===== src/rtl/bbqm_pkg.sv =====
// rtl/bbqm_pkg.sv - door FSM state encoding and direction constants
package bbqm_pkg;

   typedef enum logic [3:0] {
      ST_IDLE     = 4'd0,
      ST_ENT_A    = 4'd1,
      ST_ENT_AB   = 4'd2,
      ST_ENT_B    = 4'd3,
      ST_EXT_A    = 4'd4,
      ST_EXT_AB   = 4'd5,
      ST_EXT_B    = 4'd6,
      ST_WAIT_CLR = 4'd7,
      ST_FAULT    = 4'd8
   } door_state_t;

   localparam logic DIR_UP   = 1'b1;
   localparam logic DIR_DOWN = 1'b0;

endpackage


===== src/rtl/sensor_debounce.sv =====
// rtl/sensor_debounce.sv - photocell synchroniser and debounce filter
// Filtered level follows the synced input only after DB_LIMIT consecutive mismatching cycles.
module sensor_debounce #(
   parameter int unsigned SYNC_STAGES = 2,
   parameter int unsigned DB_W        = 16,
   parameter int unsigned DB_LIMIT    = 50000
) (
   input  logic clk,
   input  logic reset,
   input  logic i_async,
   output logic o_level
);

   logic [SYNC_STAGES-1:0] r_sync;
   logic [DB_W-1:0]        r_cnt;
   logic                   r_level;
   logic                   w_synced;

   assign w_synced = r_sync[SYNC_STAGES-1];
   assign o_level  = r_level;

   always_ff @(posedge clk or posedge reset) begin
      if (reset) begin
         r_sync <= '0;
      end else begin
         r_sync <= {r_sync[SYNC_STAGES-2:0], i_async};
      end
   end

   always_ff @(posedge clk or posedge reset) begin
      if (reset) begin
         r_level <= 1'b0;
         r_cnt   <= '0;
      end else if (w_synced != r_level) begin
         if (r_cnt == DB_W'(DB_LIMIT - 1)) begin
            r_level <= w_synced;
            r_cnt   <= '0;
         end else begin
            r_cnt <= r_cnt + DB_W'(1);
         end
      end else begin
         r_cnt <= '0;
      end
   end

endmodule


===== src/rtl/queue_door_sensor.sv =====
// rtl/queue_door_sensor.sv - door photocell direction decoder for the queue counter
// Two filtered beams drive a passage FSM; a completed passage yields one step strobe plus direction.
module queue_door_sensor
   import bbqm_pkg::*;
#(
   parameter int unsigned SYNC_STAGES = 2,
   parameter int unsigned DB_W        = 16,
   parameter int unsigned DB_LIMIT    = 50000,
   parameter int unsigned TO_W        = 28,
   parameter int unsigned TO_CYC      = 150000000
) (
   input  logic clk,
   input  logic reset,
   input  logic sens_outer,
   input  logic sens_inner,
   output logic cnt_step,
   output logic cnt_up,
   output logic busy,
   output logic sens_fault
);

   logic            w_o;
   logic            w_i;
   door_state_t     r_state;
   door_state_t     w_next;
   logic [TO_W-1:0] r_to_cnt;
   logic            w_timeout;
   logic            w_busy;
   logic            w_fault;
   logic            w_step_ev;
   logic            w_step_dir;
   logic            r_step;
   logic            r_up;

   sensor_debounce #(.SYNC_STAGES(SYNC_STAGES), .DB_W(DB_W), .DB_LIMIT(DB_LIMIT)) u_db_outer (
      .clk(clk), .reset(reset), .i_async(sens_outer), .o_level(w_o)
   );

   sensor_debounce #(.SYNC_STAGES(SYNC_STAGES), .DB_W(DB_W), .DB_LIMIT(DB_LIMIT)) u_db_inner (
      .clk(clk), .reset(reset), .i_async(sens_inner), .o_level(w_i)
   );

   always_ff @(posedge clk or posedge reset) begin
      if (reset) begin
         r_state <= ST_IDLE;
      end else begin
         r_state <= w_next;
      end
   end

   // Timeout has priority so a wedged passage cannot also emit a step in the same cycle.
   always_comb begin
      w_next = r_state;
      if (w_timeout) begin
         w_next = ST_FAULT;
      end else begin
         unique case (r_state)
            ST_IDLE: begin
               if (w_o && !w_i)      w_next = ST_ENT_A;
               else if (!w_o && w_i) w_next = ST_EXT_A;
               else if (w_o && w_i)  w_next = ST_WAIT_CLR;
            end
            ST_ENT_A: begin
               if (w_o && w_i)        w_next = ST_ENT_AB;
               else if (!w_o && !w_i) w_next = ST_IDLE;
               else if (!w_o && w_i)  w_next = ST_WAIT_CLR;
            end
            ST_ENT_AB: begin
               if (!w_o && w_i)       w_next = ST_ENT_B;
               else if (w_o && !w_i)  w_next = ST_ENT_A;
               else if (!w_o && !w_i) w_next = ST_IDLE;
            end
            ST_ENT_B: begin
               if (!w_o && !w_i)     w_next = ST_IDLE;
               else if (w_o && w_i)  w_next = ST_ENT_AB;
               else if (w_o && !w_i) w_next = ST_WAIT_CLR;
            end
            ST_EXT_A: begin
               if (w_o && w_i)        w_next = ST_EXT_AB;
               else if (!w_o && !w_i) w_next = ST_IDLE;
               else if (w_o && !w_i)  w_next = ST_WAIT_CLR;
            end
            ST_EXT_AB: begin
               if (w_o && !w_i)       w_next = ST_EXT_B;
               else if (!w_o && w_i)  w_next = ST_EXT_A;
               else if (!w_o && !w_i) w_next = ST_IDLE;
            end
            ST_EXT_B: begin
               if (!w_o && !w_i)     w_next = ST_IDLE;
               else if (w_o && w_i)  w_next = ST_EXT_AB;
               else if (!w_o && w_i) w_next = ST_WAIT_CLR;
            end
            ST_WAIT_CLR, ST_FAULT: begin
               if (!w_o && !w_i) w_next = ST_IDLE;
            end
            default: w_next = ST_IDLE;
         endcase
      end
   end

   always_comb begin
      w_busy     = (r_state != ST_IDLE) && (r_state != ST_FAULT);
      w_fault    = (r_state == ST_FAULT);
      w_step_ev  = ((r_state == ST_ENT_B) || (r_state == ST_EXT_B)) && (w_next == ST_IDLE);
      w_step_dir = (r_state == ST_ENT_B) ? DIR_UP : DIR_DOWN;
   end

   assign w_timeout = w_busy && (r_to_cnt == TO_W'(TO_CYC));

   always_ff @(posedge clk or posedge reset) begin
      if (reset) begin
         r_to_cnt <= '0;
      end else if ((w_next != r_state) || !w_busy) begin
         r_to_cnt <= '0;
      end else begin
         r_to_cnt <= r_to_cnt + TO_W'(1);
      end
   end

   always_ff @(posedge clk or posedge reset) begin
      if (reset) begin
         r_step <= 1'b0;
         r_up   <= DIR_UP;
      end else begin
         r_step <= w_step_ev;
         if (w_step_ev) r_up <= w_step_dir;
      end
   end

   assign cnt_step   = r_step;
   assign cnt_up     = r_up;
   assign busy       = w_busy;
   assign sens_fault = w_fault;

endmodule

===== config.mk =====
export PLATFORM = sky130hd
export DESIGN_NAME = queue_door_sensor
export DESIGN_NICKNAME = d
export VERILOG_FILES = /design/src/rtl/bbqm_pkg.sv /design/src/rtl/sensor_debounce.sv /design/src/rtl/queue_door_sensor.sv
export SDC_FILE = /design/constraint.sdc
export NUM_CORES = 1
export LEC_CHECK = 0
export CAP_MARGIN = 10
export CORE_MARGIN = 4
export CORE_UTILIZATION = 56
export DETAILED_ROUTE_END_ITERATION = 8
export PLACE_DENSITY = 0.76
export SYNTH_ARGS = -nofsm -noshare
export SYNTH_HDL_FRONTEND = slang
export SYNTH_SLANG_ARGS = --single-unit

===== constraint.sdc =====
create_clock -name clk -period 2.1 [get_ports clk]
set_input_delay 0.42 -clock clk [delete_from_list [all_inputs] [get_ports clk]]
set_output_delay 0.42 -clock clk [all_outputs]
set_load 0.02 [all_outputs]

==> impl_metrics.env, run 1 <==
export IMPL_ys_warn_count=0
export IMPL_die_w_um=91.3
export IMPL_power_density_mw_per_mm2=608
export IMPL_arrival_ns=2.28
export IMPL_ant_nets=0
export IMPL_port_buffers=7
export IMPL_die_y_um=91.3
export IMPL_insertion_delay_ns=0.34
export IMPL_hold_end="u_db_inner.r_sync[1]"
export IMPL_ys_async_sr_fraction_pct=100
export IMPL_cts_tree="yes"
export IMPL_slew_violations=0
export IMPL_design_core_area_mm2=0.00676
export IMPL_timing_fmax_mhz=487
export IMPL_whs_ns=0.346
export IMPL_grt_util_all_layers_pct=19.1
export IMPL_hpwl_um=5050
export IMPL_syn_cell_area_mm2=0.00389
export IMPL_fill_cells=530
export IMPL_viasPerCell=5.78
export IMPL_maxSlewHeadroom_pct=67.6
export IMPL_max_cap_viol_count=0
export IMPL_synth_nets=394
export IMPL_final_util_pct=65.9
export IMPL_ys_flop_type="dfrtp_1"
export IMPL_ys_ff_latch=72
export IMPL_drive_gt1_share_pct=15.6
export IMPL_final_cell_mix="71 x dfrtp_1, 48 x nor2_1, 34 x nand2_1"
export IMPL_finalHoldViolations=0
export IMPL_setup_violations_final=0
export IMPL_drcViolationCount=0
export IMPL_critPathKind="register to register"
export IMPL_htreeDepth=3
export IMPL_dieArea_mm2=0.00834
export IMPL_r2r_start="r_to_cnt[1]"
export IMPL_nets=420
export IMPL_grt_pass1_vias=2834
export IMPL_routed_wl_um=7420
export IMPL_avgRoutedWirePerCell_um=15.0
export IMPL_clockBufferDepth=2
export IMPL_layout_min_cycle_time_ns=2.05
export IMPL_num_antenna_cells=0
export IMPL_hold_depth=0
export IMPL_rsz0062_at_grt="yes"
export IMPL_clock_skew_ns=0.0104
export IMPL_hold_path_class="register to register"
export IMPL_rrSetupSlack_ns=0.05
export IMPL_drt_iter0_drc=159
export IMPL_syn_inst=386
export IMPL_layout_commonest_cell="dfrtp_1"
export IMPL_grt_pass1_wl_um=13100
export IMPL_firstDrtPassIters=4
export IMPL_grtUsageMet3_pct=5.30
export IMPL_rr_endpoint="r_to_cnt[16]"
export IMPL_tightest_slew_ns=0.485
export IMPL_fin_crit_sh_pct=97.8
export IMPL_r2r_worst_path_cells=9
export IMPL_power_leakage_uw=0.00185
export IMPL_synth_edff_count=0
export IMPL_required_ns=2.33
export IMPL_antenna_found_initial=0
export IMPL_end_kind="register"
export IMPL_ys_seq_area_share_pct=46.3
export IMPL_ctsHoldBuffers=0
export IMPL_io_pins=8
export IMPL_grt_max_degree=43
export IMPL_cts_inserted_buffers=9
export IMPL_clock_sinks=72
export IMPL_globalplace_congestion=0.872
export IMPL_ir_worst_vdd_mv=0.368
export IMPL_synth_distinct_cells=44
export IMPL_grt_util_met1_pct=24.6
export IMPL_clkTransAtPathRegs_ns=0.08
export IMPL_critPathMaxFanout=28
export IMPL_cts_root_buf="clkbuf_8"
export IMPL_min_delay_start="u_db_inner.r_sync[0]"
export IMPL_crit_path_start_kind="register"
export IMPL_grt_busiest_layer="met2"
export IMPL_rows=30
export IMPL_status="finished, final reports clean"
export IMPL_initial_utilization_pct=57.6
export IMPL_num_vias=2868
export IMPL_use_met2_pct=31.8
export IMPL_synth_avg_cell_area_um2=10.1
export IMPL_area_growth_pct=14.4
export IMPL_gr_total_overflow=0
## worst max path at each step
stage                     start  cells after the start           end
CTS                 r_to_cnt[5]                      6  r_to_cnt[16]
global placement     r_state[2]                      3    sens_fault
finish              r_to_cnt[1]                      9  r_to_cnt[16]
detailed placement  r_to_cnt[1]                      8  r_to_cnt[16]
global route        r_to_cnt[1]                      9  r_to_cnt[16]
floorplan            r_state[2]                      6  r_to_cnt[19]
## power breakdown
group	leakage (µW)	internal, µW	switching [µW]
Clock	0.000116	731	500
Combinational	0.000743	20.2	43.6
Sequential	0.000988	1400	10.8
## cells by family (layout without fill, tap and decap cells)
kind of cell,after synthesis,in the layout,synth area share (%)
flops,72,72,46.3
compound gates,28,28,6.05
mux,3,3,0.868
buf+inv,22,52,2.83
xor+xnor,57,57,12.8
simple gates,200,200,29.8
fa+ha+maj,4,4,1.29
## Yosys cell counts (2+ instances only)
| cell | number | area share (%) |
|---|---|---|
| xor2_1 | 28 | 6.3 |
| buf_6 | 2 | 0.58 |
| nand3_1 | 20 | 2.6 |
| a22o_1 | 2 | 0.45 |
| nor2_1 | 48 | 4.6 |
| nor4_1 | 3 | 0.48 |
| a21oi_1 | 5 | 0.64 |
| xnor2_1 | 29 | 6.5 |
| nand2_1 | 34 | 3.3 |
| ha_1 | 4 | 1.3 |
| nor2b_1 | 5 | 0.80 |
| nand4_1 | 14 | 2.3 |
| nor4b_1 | 12 | 2.7 |
| nor3_1 | 21 | 2.7 |
| buf_4 | 2 | 0.39 |
| nor4b_2 | 10 | 3.9 |
| and4_1 | 7 | 1.6 |
| buf_2 | 4 | 0.51 |
| nor3b_1 | 6 | 1.2 |
| clkbuf_1 | 6 | 0.58 |
| and3_1 | 11 | 1.8 |
| inv_1 | 8 | 0.77 |
| or3_1 | 2 | 0.32 |
| and2_1 | 3 | 0.48 |
| o21ai_0 | 9 | 1.2 |
| dfrtp_1 | 71 | 46 |
| mux2_2 | 3 | 0.87 |
## through the flow
step	TNS, ns	total power [µW]	std cells	instance area [µm²]	setup WS, ns
finish	0	2710	496	4450	0.0468
global route	-0.225	2810	496	4450	-0.0649
CTS	0	2730	494	4430	0.00283
detailed placement	-0.227	1500	478	4190	-0.0744
global placement	0	1500	478	4190	0.138
floorplan	0	1480	386	3890	0.170
## flip-flops by register name, summed over array words and instances (netlist names)
signal              flops
cnt_step                1
cnt_up                  1
r_state                 4
r_to_cnt               28
u_db_inner.o_level      1
u_db_inner.r_cnt       16
u_db_inner.r_sync       2
u_db_outer.o_level      1
u_db_outer.r_cnt       16
u_db_outer.r_sync       2
## worst max-delay path: stages (launching register included)
cell and delay, ns:
dfrtp_1 0.41, inv_1 0.07, ha_1 0.13, nor3b_2 0.20, nand4_1 0.10, buf_4 0.17, o21ai_4 0.24, o2bb2ai_4 0.11
buf_12 0.17, nor4b_1 0.33
## timing repair
action,in CTS,in global routing
setup buffers,1,2
pin swaps,2,3
endpoints found under the setup margin,10,19
resized for setup,3,4
## final cells by class
type	count	area [µm²]	area share, %
Clock inverter	4	77.6	1.74
Sequential cell	72	1800	40.5
Clock buffer	11	151	3.40
Inverter	8	33.8	0.759
Tap cell	80	100	2.25
Multi-Input combinational cell	292	1990	44.8
Timing Repair Buffer	29	292	6.55
## routing by layer
metal / up-vias / part of all wire, %
met1: 1408 / 45
li1: 1414 / -
met4: 0 / 1.2
met3: 9 / 3.7
met2: 37 / 50
met5: - / 0
Note: power is estimated with default switching activity, not from simulation.
==> run 2, diff against run 1 <==
--- a/config.mk
+++ b/config.mk
@@ -6,7 +6,7 @@
 export NUM_CORES = 1
 export LEC_CHECK = 0
 export CAP_MARGIN = 10
-export CORE_MARGIN = 4
+export CORE_MARGIN = 2
 export CORE_UTILIZATION = 56
 export DETAILED_ROUTE_END_ITERATION = 8
 export PLACE_DENSITY = 0.76
==> impl_metrics.env, run 2 (synthesis results as in run 1) <==
export IMPL_status="finished, final reports clean"
export IMPL_ant_nets=0
export IMPL_viasPerCell=5.84
export IMPL_ir_worst_vdd_mv=0.323
export IMPL_r2r_worst_path_cells=6
export IMPL_rsz0062_at_grt="no"
export IMPL_p_total_uw=2570
export IMPL_crit_path_start_kind="register"
export IMPL_num_vias=2903
export IMPL_nets=420
export IMPL_htreeDepth=3
export IMPL_drcViolationCount=0
export IMPL_antenna_found_initial=0
export IMPL_design_core_area_mm2=0.00676
export IMPL_hpwl_um=4900
export IMPL_critPathMaxFanout=5
export IMPL_end_kind="register"
export IMPL_gr_total_overflow=0
export IMPL_area_growth_pct=14.5
export IMPL_final_cell_mix="71 x dfrtp_1, 48 x nor2_1, 34 x nand2_1"
export IMPL_maxSlewHeadroom_pct=65.7
export IMPL_io_pins=8
export IMPL_largestRegisters="r_to_cnt (28), u_db_inner.r_cnt (16), u_db_outer.r_cnt (16)"
export IMPL_arrival_ns=2.27
export IMPL_cts_root_buf="clkbuf_8"
export IMPL_port_buffers=7
export IMPL_layout_min_cycle_time_ns=2.00
export IMPL_power_leakage_uw=0.00183
export IMPL_insertion_delay_ns=0.34
export IMPL_fin_ws_ns=0.101
export IMPL_power_density_mw_per_mm2=578
export IMPL_final_seq_area_mm2=0.00180
export IMPL_final_util_pct=65.9
export IMPL_die_y_um=87.3
export IMPL_fill_cells=528
export IMPL_firstDrtPassIters=4
export IMPL_drive_gt1_share_pct=16.8
export IMPL_drt_iter0_drc=170
export IMPL_fin_crit_sh_pct=95.2
export IMPL_hold_path_class="register to register"
export IMPL_clock_skew_ns=0.00790
export IMPL_rows=30
export IMPL_place_ws_ns=-0.0215
export IMPL_fin_cells=497
export IMPL_die_w_um=87.3
export IMPL_layout_commonest_cell="dfrtp_1"
export IMPL_grt_max_degree=37
export IMPL_min_delay_start="u_db_inner.r_sync[0]"
export IMPL_slew_violations=0
export IMPL_timing_fmax_mhz=500
export IMPL_multi_input_area_mm2=0.00203
export IMPL_dieArea_mm2=0.00763
export IMPL_initial_utilization_pct=57.6
export IMPL_avgRoutedWirePerCell_um=14.8
export IMPL_rrSetupSlack_ns=0.10
export IMPL_largest_reg_flops=28
export IMPL_cts_tree="yes"
export IMPL_grt_pass1_wl_um=12600
export IMPL_grt_pass1_vias=2818
export IMPL_clock_sinks=72
export IMPL_clockBufferDepth=2
export IMPL_fin_tns_setup_ns=0
export IMPL_top_register="r_to_cnt"
export IMPL_place_inst=479
export IMPL_hold_depth=0
export IMPL_tightest_slew_ns=0.511
export IMPL_routed_wl_um=7370
export IMPL_r2r_start="r_state[2]"
export IMPL_setup_violations_final=0
export IMPL_cts_inserted_buffers=9
export IMPL_max_cap_viol_count=0
export IMPL_ctsHoldBuffers=0
export IMPL_hold_end="u_db_inner.r_sync[1]"
export IMPL_grt_util_all_layers_pct=20.8
export IMPL_required_ns=2.37
export IMPL_clkTransAtPathRegs_ns=0.08
export IMPL_num_antenna_cells=0
export IMPL_globalplace_congestion=0.813
export IMPL_rr_endpoint="cnt_up"
export IMPL_finalHoldViolations=0
export IMPL_critPathKind="register to register"
==> run 2: cell count changes in the layout (fill, tap and decap cells not counted), moves of 2 or more <==
cell	change
clkbuf_8	-2
clkinvlp_4	+4
nor4b_1	-2
nor4b_2	+2
clkinv_4	-2
==> run 2: worst max-delay path, cell delays in order, from the launching register on <==
cell and delay, ns:
dfrtp_1 0.38, or3_1 0.43, nand4_1 0.23, o21ai_4 0.13, buf_4 0.16, nor3b_2 0.22
mux2_2 0.36
==> run 2: worst max path at each step <==
stage,start,end
after floorplan,r_state[2],r_to_cnt[19]
after global placement,r_to_cnt[4],r_to_cnt[15]
after detailed placement,r_to_cnt[10],r_to_cnt[13]
after CTS,r_to_cnt[0],r_to_cnt[26]
after global routing,r_to_cnt[5],r_to_cnt[23]
final,r_state[2],cnt_up
==> run 2: power breakdown <==
group | total [µW] | leakage (µW) | switching, µW | internal (µW)
sequential | 1410 | 0.000988 | 10.8 | 1400
clock | 1100 | 0.0000851 | 543 | 553
combinational | 68.3 | 0.000753 | 45.4 | 22.9
total | 2570 | 0.00183 | 599 | 1970
==> run 2: final cells by class <==
cell class | count | area share, %
clock inverters | 6 | 1.55
inverters | 8 | 0.759
flip-flops and latches | 72 | 40.5
multi-input cells | 292 | 45.5
clock buffers | 10 | 2.87
well taps | 80 | 2.25
repair buffers | 29 | 6.55
==> run 2: timing repair <==
item | in CTS | in global routing
setup endpoints to repair | 8 | 29
pin swaps | 1 | 3
gates cloned | 0 | 0
resized for setup | 3 | 10
buffers inserted | 1 | 1
==> run 2: per-layer routing <==
metal | global-route usage, % | wire length [µm] | up-vias | part of all wire [%]
li1 | - | - | 1412 | -
met1 | 27.7 | 3430 | 1430 | 47
met2 | 34.0 | 3610 | 49 | 49
met3 | 3.89 | 224 | 12 | 3.0
met4 | 7.55 | 106 | 0 | 1.4
met5 | 0 | 0 | - | 0
==> run 2: through the flow <==
step | area (µm²) | hold WS, ns
2_1_floorplan | 3890 | 0.331
4_1_cts | 4400 | 0.382
3_5_place_dp | 4200 | 0.361
3_3_place_gp | 4200 | 0.356
6_report | 4450 | 0.373
5_1_grt | 4450 | 0.387
==> run 3, diff against run 2 <==
--- a/config.mk
+++ b/config.mk
@@ -5,6 +5,7 @@
 export SDC_FILE = /design/constraint.sdc
 export NUM_CORES = 1
 export LEC_CHECK = 0
+export ABC_CLOCK_PERIOD_IN_PS = 2100
 export CAP_MARGIN = 10
 export CORE_MARGIN = 2
 export CORE_UTILIZATION = 56
==> constraint.sdc (replaced) <==
create_clock -name clk -period 2.1 [get_ports clk]
set_input_delay 0.42 -clock clk [delete_from_list [all_inputs] [get_ports clk]]
set_output_delay 0.42 -clock clk [all_outputs]
set_load 0.005 [all_outputs]
==> impl_metrics.env, run 3 (synthesis results as in run 1) <==
export IMPL_final_seq_area_mm2=0.00180
export IMPL_clockBufferDepth=2
export IMPL_die_w_um=87.3
export IMPL_final_cell_mix="71 x dfrtp_1, 48 x nor2_1, 34 x nand2_1"
export IMPL_area_growth_pct=15.3
export IMPL_insertion_delay_ns=0.35
export IMPL_io_pins=8
export IMPL_layout_commonest_cell="dfrtp_1"
export IMPL_power_leakage_uw=0.00187
export IMPL_num_vias=2891
export IMPL_drcViolationCount=0
export IMPL_hold_depth=0
export IMPL_rows=30
export IMPL_cts_tree="yes"
export IMPL_viasPerCell=5.79
export IMPL_gr_total_overflow=0
export IMPL_clkTransAtPathRegs_ns=0.08
export IMPL_design_core_area_mm2=0.00676
export IMPL_r2r_worst_path_cells=5
export IMPL_avgRoutedWirePerCell_um=15.4
export IMPL_critPathKind="register to register"
export IMPL_ant_nets=0
export IMPL_crit_path_start_kind="register"
export IMPL_cts_root_buf="clkbuf_8"
export IMPL_fill_cells=534
export IMPL_cp_depth=5
export IMPL_setup_violations_final=0
export IMPL_path_cells="or3_4 -> nand4_1 -> o21ai_4 -> nor3b_1 -> mux2_2"
export IMPL_top_register="r_to_cnt"
export IMPL_final_util_pct=66.4
export IMPL_drt_iter0_drc=135
export IMPL_nets=422
export IMPL_slowest_stage="or3_4"
export IMPL_hold_path_class="register to register"
export IMPL_firstDrtPassIters=4
export IMPL_fin_tns_setup_ns=0
export IMPL_grt_pass1_wl_um=12800
export IMPL_globalplace_congestion=0.863
export IMPL_antenna_found_initial=0
export IMPL_drive_gt1_share_pct=17.7
export IMPL_initial_utilization_pct=57.6
export IMPL_power_density_mw_per_mm2=580
export IMPL_num_antenna_cells=0
export IMPL_hpwl_um=4860
export IMPL_critPathMaxStageDelay_ns=0.43
export IMPL_grt_pass1_vias=2801
export IMPL_status="finished, final reports clean"
export IMPL_grt_max_degree=39
export IMPL_slew_violations=0
export IMPL_largest_reg_flops=28
export IMPL_arrival_ns=2.28
export IMPL_clock_skew_ns=0.0111
export IMPL_routed_wl_um=7670
export IMPL_layout_min_cycle_time_ns=2.01
export IMPL_critPathMaxFanout=5
export IMPL_port_buffers=7
export IMPL_fin_crit_sh_pct=95.5
export IMPL_die_y_um=87.3
export IMPL_required_ns=2.37
export IMPL_end_kind="register"
export IMPL_dieArea_mm2=0.00763
export IMPL_tightest_slew_ns=0.494
export IMPL_cts_inserted_buffers=9
export IMPL_max_cap_viol_count=0
export IMPL_crit_buf_inv=0
export IMPL_finalHoldViolations=0
export IMPL_largestRegisters="r_to_cnt (28), u_db_inner.r_cnt (16), u_db_outer.r_cnt (16)"
export IMPL_ir_worst_vdd_mv=0.354
export IMPL_clock_sinks=72
export IMPL_grt_util_all_layers_pct=21.5
export IMPL_multi_input_area_mm2=0.00205
export IMPL_timing_fmax_mhz=498
export IMPL_rsz0062_at_grt="yes"
export IMPL_crit_family="simple AND/OR/NAND/NOR gates"
export IMPL_maxSlewHeadroom_pct=67.0
export IMPL_htreeDepth=3
-- run 3: changes by cell type in the layout (fill, tap and decap cells not counted), sizes merged --
| cell | previous run | this run |
|---|---|---|
| clkinvlp | 5 | 2 |
| buf | 22 | 24 |
| clkinv | 0 | 1 |
| dlymetal6s2s | 0 | 1 |
| clkbuf | 11 | 12 |
-- run 3: per-layer routing --
metal / track usage (%) / up-vias / routed length [µm]
li1: - / 1417 / -
met1: 27.8 / 1415 / 3510
met2: 34.8 / 49 / 3820
met3: 6.35 / 10 / 262
met4: 6.71 / 0 / 74
met5: 0 / - / 0
-- run 3: timing repair --
item                                   4_1_cts  5_1_grt
hold buffers                                 0        0
buffers inserted                             1        5
resized for setup                            2       12
pin swaps                                    1        3
setup endpoints to repair                    4       29
endpoints found under the hold margin        0        0
-- run 3: report_power, final --
group,switching (µW),internal [µW]
clock network,514,616
registers,10.7,1400
logic,42.5,17.7
total,567,2030
-- run 3: stage by stage --
stage                     hold slack [ns]  total power (µW)  cell area, µm²  worst slack (ns)  std cells
after floorplan                     0.331              1480            3890             0.226        386
after global placement              0.339              1500            4160            0.0693        477
after detailed placement            0.336              1500            4160           0.00430        477
after CTS                           0.354              2640            4370            0.0387        494
after global routing                0.360              2710            4480           -0.0303        499
final                               0.351              2600            4480            0.0935        499
-- run 3: final cells by class --
class	count	share of cell area [%]
clock inverter	4	1.14
multi-input combinational	292	45.8
timing repair buffer	31	6.45
inverter	8	0.753
clock buffer	12	3.46
tap	80	2.23
sequential	72	40.2
-- run 3: path summary, 6_finish.rpt --
kind | start | slack [ns] | endpoint
hold reg to reg | u_db_inner.r_sync[0] | 0.35 | u_db_inner.r_sync[1]
hold / removal | u_db_inner.r_sync[0] | 0.35 | u_db_inner.r_sync[1]
min in group asynchronous | reset | 0.56 | u_db_outer.r_cnt[3]
setup / recovery | r_state[2] | 0.09 | cnt_up
max in group asynchronous | reset | 1.18 | r_to_cnt[6]
setup reg to reg | r_state[2] | 0.09 | cnt_up
